**src/rtl/input_button_ctrl.sv**
```systemverilog
// Button event scheduler: per-button hold-timer FSMs feed pending slots, which a round-robin arbiter drains into a shared event FIFO.
// Optional macro INPUT_BUTTON_CTRL_REPEAT_EN enables periodic REPEAT events while a button stays held past LONG.
module input_button_ctrl #(
    parameter int N            = 5,
    parameter int LONG_TICKS   = 100_000_000,
    parameter int REPEAT_TICKS = 20_000_000,
    parameter int DEPTH        = 8,
    localparam int IDX_W       = $clog2(N)
) (
    input  logic             clk,
    input  logic             rst,
    input  logic [N-1:0]     btn_ondn,
    input  logic [N-1:0]     btn_onup,
    output logic             ev_valid,
    input  logic             ev_ready,
    output logic [1:0]       ev_type,
    output logic [IDX_W-1:0] ev_idx,
    output logic [7:0]       drop_cnt
);

    localparam int MAXT  = (LONG_TICKS > REPEAT_TICKS) ? LONG_TICKS : REPEAT_TICKS;
    localparam int TW    = $clog2(MAXT + 1);
    localparam int PTR_W = $clog2(DEPTH);
    localparam int CNT_W = $clog2(DEPTH + 1);

    localparam logic [1:0] EV_PRESS   = 2'd0;
    localparam logic [1:0] EV_LONG    = 2'd1;
    localparam logic [1:0] EV_REPEAT  = 2'd2;
    localparam logic [1:0] EV_RELEASE = 2'd3;

    typedef enum logic [1:0] {
        S_IDLE,
        S_HELD,
        S_REPEAT
    } state_e;

    state_e            state_q [N];
    state_e            state_d [N];
    logic [TW-1:0]     timer_q [N];
    logic [TW-1:0]     timer_d [N];
    logic [N-1:0]      gen_v;
    logic [1:0]        gen_t   [N];

    logic [N-1:0]      slot_v_q;
    logic [N-1:0]      slot_v_d;
    logic [1:0]        slot_t_q [N];
    logic [1:0]        slot_t_d [N];

    logic              grant_v;
    logic [IDX_W-1:0]  grant_idx;
    logic [IDX_W-1:0]  rr_q;
    logic [IDX_W-1:0]  rr_d;
    logic [7:0]        drop_q;
    logic [7:0]        drop_d;

    logic [1:0]        mem_t_q [DEPTH];
    logic [IDX_W-1:0]  mem_i_q [DEPTH];
    logic [PTR_W-1:0]  wptr_q;
    logic [PTR_W-1:0]  rptr_q;
    logic [CNT_W-1:0]  count_q;
    logic              pop;

    // Hold-timer FSMs: a release always wins over timer expiry in the same cycle.
    always_comb begin
        for (int i = 0; i < N; i++) begin
            state_d[i] = state_q[i];
            timer_d[i] = timer_q[i];
            gen_v[i]   = 1'b0;
            gen_t[i]   = EV_PRESS;
            case (state_q[i])
                S_IDLE: begin
                    if (btn_ondn[i]) begin
                        state_d[i] = S_HELD;
                        timer_d[i] = '0;
                        gen_v[i]   = 1'b1;
                        gen_t[i]   = EV_PRESS;
                    end
                end
                S_HELD: begin
                    if (btn_onup[i]) begin
                        state_d[i] = S_IDLE;
                        timer_d[i] = '0;
                        gen_v[i]   = 1'b1;
                        gen_t[i]   = EV_RELEASE;
                    end else if (timer_q[i] == TW'(LONG_TICKS - 1)) begin
                        state_d[i] = S_REPEAT;
                        timer_d[i] = '0;
                        gen_v[i]   = 1'b1;
                        gen_t[i]   = EV_LONG;
                    end else begin
                        timer_d[i] = timer_q[i] + TW'(1);
                    end
                end
                S_REPEAT: begin
                    if (btn_onup[i]) begin
                        state_d[i] = S_IDLE;
                        timer_d[i] = '0;
                        gen_v[i]   = 1'b1;
                        gen_t[i]   = EV_RELEASE;
                    end else begin
`ifdef INPUT_BUTTON_CTRL_REPEAT_EN
                        if (timer_q[i] == TW'(REPEAT_TICKS - 1)) begin
                            timer_d[i] = '0;
                            gen_v[i]   = 1'b1;
                            gen_t[i]   = EV_REPEAT;
                        end else begin
                            timer_d[i] = timer_q[i] + TW'(1);
                        end
`else
                        timer_d[i] = '0;
`endif
                    end
                end
                default: begin
                    state_d[i] = S_IDLE;
                    timer_d[i] = '0;
                end
            endcase
        end
    end

    // Round-robin grant starting at rr; the full check deliberately ignores a same-cycle pop.
    always_comb begin
        int j;
        j         = 0;
        grant_v   = 1'b0;
        grant_idx = '0;
        if (count_q < CNT_W'(DEPTH)) begin
            for (int k = 0; k < N; k++) begin
                j = (int'(rr_q) + k) % N;
                if (!grant_v && slot_v_q[j]) begin
                    grant_v   = 1'b1;
                    grant_idx = IDX_W'(j);
                end
            end
        end
        rr_d = rr_q;
        if (grant_v) begin
            rr_d = (grant_idx == IDX_W'(N - 1)) ? '0 : grant_idx + IDX_W'(1);
        end
    end

    // Pending slots: a granted slot absorbs a fresh event for free; otherwise a busy slot only yields to RELEASE.
    always_comb begin
        int ndrop;
        ndrop = 0;
        for (int i = 0; i < N; i++) begin
            slot_v_d[i] = slot_v_q[i];
            slot_t_d[i] = slot_t_q[i];
            if (grant_v && (grant_idx == IDX_W'(i))) begin
                slot_v_d[i] = gen_v[i];
                if (gen_v[i]) begin
                    slot_t_d[i] = gen_t[i];
                end
            end else if (gen_v[i]) begin
                if (!slot_v_q[i]) begin
                    slot_v_d[i] = 1'b1;
                    slot_t_d[i] = gen_t[i];
                end else begin
                    ndrop = ndrop + 1;
                    if (gen_t[i] == EV_RELEASE) begin
                        slot_t_d[i] = EV_RELEASE;
                    end
                end
            end
        end
        drop_d = ((int'(drop_q) + ndrop) > 255) ? 8'd255 : drop_q + 8'(ndrop);
    end

    always_ff @(posedge clk or posedge rst) begin
        if (rst) begin
            for (int i = 0; i < N; i++) begin
                state_q[i]  <= S_IDLE;
                timer_q[i]  <= '0;
                slot_t_q[i] <= EV_PRESS;
            end
            slot_v_q <= '0;
            rr_q     <= '0;
            drop_q   <= '0;
        end else begin
            for (int i = 0; i < N; i++) begin
                state_q[i]  <= state_d[i];
                timer_q[i]  <= timer_d[i];
                slot_t_q[i] <= slot_t_d[i];
            end
            slot_v_q <= slot_v_d;
            rr_q     <= rr_d;
            drop_q   <= drop_d;
        end
    end

    assign pop = ev_valid & ev_ready;

    // Event FIFO: the head registers are cleared on reset so the outputs read zero.
    always_ff @(posedge clk or posedge rst) begin
        if (rst) begin
            for (int d = 0; d < DEPTH; d++) begin
                mem_t_q[d] <= '0;
                mem_i_q[d] <= '0;
            end
            wptr_q  <= '0;
            rptr_q  <= '0;
            count_q <= '0;
        end else begin
            if (grant_v) begin
                mem_t_q[wptr_q] <= slot_t_q[grant_idx];
                mem_i_q[wptr_q] <= grant_idx;
                wptr_q          <= wptr_q + PTR_W'(1);
            end
            if (pop) begin
                rptr_q <= rptr_q + PTR_W'(1);
            end
            if (grant_v && !pop) begin
                count_q <= count_q + CNT_W'(1);
            end else if (!grant_v && pop) begin
                count_q <= count_q - CNT_W'(1);
            end
        end
    end

    assign ev_valid = (count_q != '0);
    assign ev_type  = mem_t_q[rptr_q];
    assign ev_idx   = mem_i_q[rptr_q];
    assign drop_cnt = drop_q;

endmodule

```
**config.mk**
```make
export PLATFORM = sky130hd
export DESIGN_NAME = input_button_ctrl
export DESIGN_NICKNAME = d
export VERILOG_FILES = /design/src/rtl/input_button_ctrl.sv
export SDC_FILE = /design/constraint.sdc
export NUM_CORES = 1
export LEC_CHECK = 0
export CORE_ASPECT_RATIO = 1.25
export CORE_MARGIN = 2
export CORE_UTILIZATION = 50
export DETAILED_ROUTE_END_ITERATION = 12
export GPL_TIMING_DRIVEN = 0
export PLACE_DENSITY = 0.66
export SYNTH_ARGS = -nofsm -noshare
export SYNTH_HDL_FRONTEND = slang
export SYNTH_SLANG_ARGS = --single-unit
```
**constraint.sdc**
```tcl
create_clock -name clk -period 10.2 [get_ports clk]
set_input_delay 1.02 -clock clk [delete_from_list [all_inputs] [get_ports clk]]
set_output_delay 1.02 -clock clk [all_outputs]
set_load 0.01 [all_outputs]
```
Word-level counts from Yosys, hierarchy flattened
Index checks and enable logic that the tools add are counted.
Cells by class
  add/subtract/negate cells: 20
  divide/modulo/power cells: 5
  $lt $le $gt $ge: 11
  equal/unequal tests: 44
  muxes and demuxes: 190
  bitwise operators: 4
  reduce and logical (&&, ||, !) cells: 41
Operator list (count)
  27-bit two-way mux: 15
  32-bit two-way mux: 12
  27-bit case mux with 2 select lines: 5
  32-bit by 5-bit < comparator with 1-bit output (second input constant): 5
  27-bit by 1-bit adder with 27-bit output (second input constant): 5
  27-bit == test (second input constant): 5
  32-bit by 2-bit adder with 32-bit output (second input constant): 4
  32-bit by 4-bit remainder unit with 32-bit output (second input constant): 4
  2-bit two-way mux: 60
  1-bit two-way mux: 58
  9-bit by 32-bit adder with 32-bit output: 1
  32-bit by 9-bit > comparator with 1-bit output (second input constant): 1
  4-bit by 4-bit remainder unit with 32-bit output (second input constant): 1
  3-bit two-way mux: 10
  2-bit case mux with 3 select lines: 5
  24-bit bitwise mux: 1
  2-bit == test (second input constant): 10
  2-bit != test (second input constant): 10
  2-bit case mux with 2 select lines: 5
  16-bit bitwise mux: 1
  1-bit binary-select mux with 3-bit select: 5
  3-bit by 1-bit != test with 1-bit output (second input constant): 5
  3-bit != test (second input constant): 5
  1-bit case mux with 3 select lines: 5
  other kinds (30): 77
Word-level totals
  bits in registers: 221
  input port bits: 13
  output and inout bits: 14
  logic and storage cells: 356

Longest topological paths before layout
  depth in word-level cells: 44
  mapped depth: 41
  gate-level depth less buffers: 40

Least setup slack after synthesis
OpenSTA, ideal clock, no wires.
  path type: reg2reg
  start point: reg rr_q[0]
  end point: reg drop_q[2], in the netlist drop_cnt[2]
  setup time: 0.135 ns
  arrival time: 8.460 ns
  data required time: 10.065 ns
  setup slack: 1.606 ns
  stages on the path, launching flop included: 40
  buffers on the path: 2
  clock period less this slack: 8.594 ns
  path through: dfrtp_1 -> buf_2 -> clkinv_1 -> ha_1 -> buf_2 -> clkinv_1 -> ha_1 -> or3_1 -> and3_1 -> or2_1 -> ha_1 -> mux4_2 -> o21ai_0 -> o2bb2ai_1 -> o32ai_1 -> o221ai_1 -> a21oi_2 -> inv_2 -> [... 4 more ...] -> inv_1 -> ha_1 -> mux2i_1 -> inv_1 -> ha_1 -> inv_1 -> mux2_2 -> inv_1 -> ha_1 -> nand2_1 -> xor2_1 -> ha_1 -> nor2b_1 -> o21ai_0 -> nand2b_1 -> a21o_1 -> nand4_1 -> o21ai_0
Between the ends
  word-level cells in the longest chain between the ends: 44
  elaborated cells between the ends (all ways): 79
  those cells by class: 10 x add/sub; 5 x div; 1 x order compare; 4 x eq/ne; 45 x mux; 14 x reduce/logical
RTL lines
  start, declared: RTL line 51  | logic [IDX_W-1:0] rr_q;
  start signal, assigned: RTL line 187  | rr_q <= rr_d;
  branches (longest 20 deep; another with 32-bit by 4-bit remainder unit with 32-bit output)
  3-bit two-way mux *: RTL line 131  | if (!grant_v && slot_v_q[j]) begin
  3-bit two-way mux *: RTL line 128  | if (count_q < CNT_W'(DEPTH)) begin
  net grant_idx[0]: RTL line 50  | logic [IDX_W-1:0] grant_idx;
  3-bit zero test: RTL line 150  | if (grant_v && (grant_idx == IDX_W'(i))) begin
  1-bit logical AND: RTL line 150
  1-bit two-way mux: RTL line 150
  32-bit by 2-bit adder with 32-bit output: RTL line 160  | ndrop = ndrop + 1;
  [... 11 more ...]
  32-bit by 2-bit adder with 32-bit output: RTL line 160
  32-bit two-way mux: RTL line 156  | if (!slot_v_q[i]) begin
  32-bit two-way mux: RTL line 155  | end else if (gen_v[i]) begin
  32-bit two-way mux *: RTL line 150
  9-bit by 32-bit adder with 32-bit output: RTL line 167  | drop_d = ((int'(drop_q) + ndrop) > 255) ? 8'd255 : drop_q + 8'(ndrop);
  32-bit by 9-bit > comparator with 1-bit output: RTL line 167
  8-bit two-way mux *: RTL line 167
  net drop_d[2]: RTL line 54  | logic [7:0] drop_d;
  end signal, assigned: RTL line 188  | drop_q <= drop_d;
  end, declared: RTL line 53  | logic [7:0] drop_q;
Mark *: on every way through the listed nets, which the timed path passes. The select of a mux whose other input is x is not followed.
A chain may end at the register's enable or synchronous reset.

Worst setup path after layout
Ends and elaborated chain as after synthesis.

==> summary.txt <==
Critical path
  – Highest net fanout along the worst path: 11
  – Startpoint kind of the worst setup timing path: register
  – Critical path data arrival time: 9.87 ns
  – Slowest stage cell on the critical path: sky130_fd_sc_hd__dfrtp_2
  – Required time worst endpoint: 10.59 ns
  – CP bufs+invs: 9
  – Largest stage delay on the critical path: 0.51 ns
  – Endpoint kind of the worst setup timing path: register
  – CP dominant cell by count: sky130_fd_sc_hd__ha_1
  – Setup CP Type: register to register
  – Flop2flop setup slack: 0.72 ns
  – Largest delay share family, worst path: adder cells

Yosys
  – Share of the yosys chip area belonging to registers: 42.8%
  – Most used flip-flop cell after synthesis: sky130_fd_sc_hd__dfrtp_1
  – Warning count from the yosys run: 0
  – Count of flip-flops with a built-in enable after synthesis: 0
  – Net count of the mapped netlist: 1452
  – Post-synth cell types: 86
  – Syn avg cell area: 9.39 um^2
  – Post-synthesis async set-or-reset flop share: 100%
  – Synthesized cell area: 12900 um^2
  – Count of mapped cells out of synthesis: 1376
  – Total of flip-flops plus latches after synthesis: 221

Clocking
  – CTS Sinks: 221
  – Inserted Clock Buffers: 25
  – Clock tree root buffer cell: sky130_fd_sc_hd__clkbuf_16
  – Clock edge transition at the registers on the reported setup and hold paths: 0.06 ns
  – Clock tree from TritonCTS: built
  – Buffer levels on the longest clock path: 3
  – H-Tree Level Count: 1
  – Hold buffers post-CTS: 0
  – Later-pin clock latency in the skew report: 0.52 ns

STA
  – Post-route setup slack: 0.721 ns
  – Slew at the pin closest to its max-slew limit: 0.934 ns
  – Final Slew Violations: 0
  – Setup-failing EPs final: 0
  – Worst slew slack as a fraction of its limit: 37.6%
  – Max Freq: 0.105 GHz
  – Number of endpoints with negative hold slack in the final report: 0
  – RSZ-0062 raised after global routing: false
  – Final period util: 92.9%
  – Final Hold Slack: 0.480 ns
  – Shortest clock period the worst path allows after layout: 9.48 ns
  – Worst Skew: 0.0163 ns

Routing
  – Number of remaining DRC errors: 0
  – Post-detailed-routing wire length: 26.7 mm
  – Pre-Repair DR Iteration Count: 5
  – Number of antenna-violating nets in the routed design: 0
  – Initial drt markers: 397
  – Total via count after detailed routing: 9851
  – Average wire length per cell after detail routing: 14.9 um
  – Via density: 5.52

Placed design
  – HPWL after detailed placement: 18.8 mm
  – Total instance count after detailed placement: 1738
  – PortBufs: 26
  – Cell area after placement: 13600 um^2
  – Worst slack at placement: -0.242 ns
  – RD Place Congestion: 0.897

Power and ir drop
  – Pwr/cell area: 296 nW/um^2
  – LEAKAGE: 6.23 nW
  – VDD IR max: 0.000133 V

Global route
  – Initial antenna violation count: 0
  – Vias in the first global route: 9833
  – Global-route layer with the greatest usage: met2
  – Met3 Resource Use GR: 2.63%
  – Wire length of the first global-routing pass: 46.1 mm
  – Met1 Use GR: 25.7%
  – Largest net degree at the start of global routing: 129
  – Met2 Resource Use GR: 36.0%
  – Sum of overflow across all layers after global routing: 0
  – Total global routing track utilization: 20.1%

Layout
  – Layout Cell Area excl Fill: 14500 um^2
  – Number of fillers in the final layout: 2227
  – Ant diodes: 0
  – Combined area of the multi-input logic cells: 7030 um^2
  – Area grow syn2layout: 12.3%
  – Fraction of final layout cells with drive strength greater than 1: 8.62%
  – Post-route insts no fill: 1785
  – FF/Latch Area: 5530 um^2
  – Final net count: 1510

Floorplan
  – X dimension of the die: 148 um
  – Die ar.: 27100 um^2
  – Number of core rows: 65
  – Core area: 25300 um^2
  – Die height: 184 um
  – Top-level port count: 27
  – Initial Util: 51.1%

Hold path
  – Tightest Hold Check Type: register to register

Job
  – Maximum capacitance violations: 0

Status
  – Result of the run: complete, no violations
[per-layer routing]
metal | vias to the layer above | routed length, um
met2 | 87 | 13200
met5 | - | 0
met3 | 39 | 736
met4 | 0 | 640
li1 | 4934 | -
met1 | 4791 | 12000
[placed cells by master (no fill, tap or decap), types with 26 or more instances in the layout]
cell type and n:
sky130_fd_sc_hd__clkdlybuf4s50_1 26, sky130_fd_sc_hd__xor2_1 67, sky130_fd_sc_hd__ha_1 61, sky130_fd_sc_hd__clkbuf_1 34, sky130_fd_sc_hd__nand3_1 63, sky130_fd_sc_hd__xnor2_1 47, sky130_fd_sc_hd__o21ai_0 92, sky130_fd_sc_hd__nand2_1 162
sky130_fd_sc_hd__dfrtp_1 220, sky130_fd_sc_hd__nor2_1 154, sky130_fd_sc_hd__and3_1 38, sky130_fd_sc_hd__a21oi_1 48, sky130_fd_sc_hd__mux2_2 40, sky130_fd_sc_hd__inv_1 56
[final timing paths]
check | start | endpoint | cells after the start
hold / removal | mem_i_q[1]$_DFFE_PP0P_ | mem_i_q[1]$_DFFE_PP0P_ | 2
max in group asynchronous | rst | mem_i_q[9]$_DFFE_PP0P_ | 3
setup / recovery | rr_q[0]$_DFFE_PP0P_ | drop_cnt[2]$_DFF_PP0_ | 39
setup reg to reg | rr_q[0]$_DFFE_PP0P_ | drop_cnt[2]$_DFF_PP0_ | 39
min in group asynchronous | rst | drop_cnt[6]$_DFF_PP0_ | 2
hold reg to reg | mem_i_q[1]$_DFFE_PP0P_ | mem_i_q[1]$_DFFE_PP0P_ | 2
[worst min-delay path: cells and delay by family, from the launching register on]
| kind | cells | cell delay, ns |
|---|---|---|
| flops | 1 | 0.34 |
| simple gates | 1 | 0.04 |
| compound gates | 1 | 0.06 |
[cell type report]
| type | count | area share, % |
|---|---|---|
| clock buffer | 35 | 4.78 |
| multi-input combinational | 1057 | 48.4 |
| buffer | 37 | 1.06 |
| timing repair buffer | 31 | 2.19 |
| tap | 335 | 2.89 |
| inverter | 61 | 1.69 |
| sequential | 221 | 38.1 |
| clock inverter | 8 | 0.819 |
[repair_timing]
| action | CTS | global route |
|---|---|---|
| hold endpoints to repair | 0 | 0 |
| endpoints found under the setup margin | 8 | 8 |
| resized for setup | 3 | 7 |
| cloned | 0 | 0 |
| setup buffers | 0 | 4 |
| pin swaps | 0 | 1 |
[where the power goes]
group / total (mW) / switching (mW) / internal [mW]
combinational: 2.21 / 1.26 / 0.949
clock: 0.902 / 0.356 / 0.547
sequential: 1.19 / 0.137 / 1.05
[stage by stage]
stage	utilization, %	total power [mW]	TNS (ns)
floorplan	-	2.82	0
global placement	53.7	3.32	-0.449
detailed placement	53.9	3.37	-1.27
CTS	57.1	4.30	0
global route	57.4	4.66	0
finish	57.4	4.30	0
[cell usage after synthesis, drive strengths merged (10+ instances only)]
library cell / count / area (um^2)
ha: 61 / 763
buf: 10 / 50.0
and3: 38 / 238
a211oi: 11 / 82.6
inv: 58 / 218
mux2: 40 / 450
o21ai: 94 / 474
or3: 16 / 100
nor3: 18 / 90.1
clkbuf: 27 / 101
xnor2: 47 / 412
nor2: 154 / 578
nand3: 63 / 315
dfrtp: 221 / 5530
nor2b: 15 / 93.8
nand4: 20 / 125
nand2b: 25 / 156
mux2i: 22 / 233
nand2: 162 / 608
mux4: 12 / 270
a21oi: 49 / 249
xor2: 67 / 587
[sequential cells by signal, summed over array words and instances (netlist names)]
signal and count:
rptr_q 3, slot_v_q 5, timer_q 135, rr_q 3, count_q 4, mem_i_q 24
wptr_q 3, drop_cnt 8, state_q 10, mem_t_q 16, slot_t_q 10
[cells by family after synthesis]
group / count (synthesis) / share of synthesized area, %
adders and majority gates: 63 / 6.22
muxes: 74 / 7.38
buffers and inverters: 98 / 2.95
xor gates and xnor gates: 114 / 7.73
AOI/OAI and AO/OA: 239 / 11.8
DFF: 221 / 42.8
and+or+nand+nor: 567 / 21.1
Power figures use the tool's default switching activity.
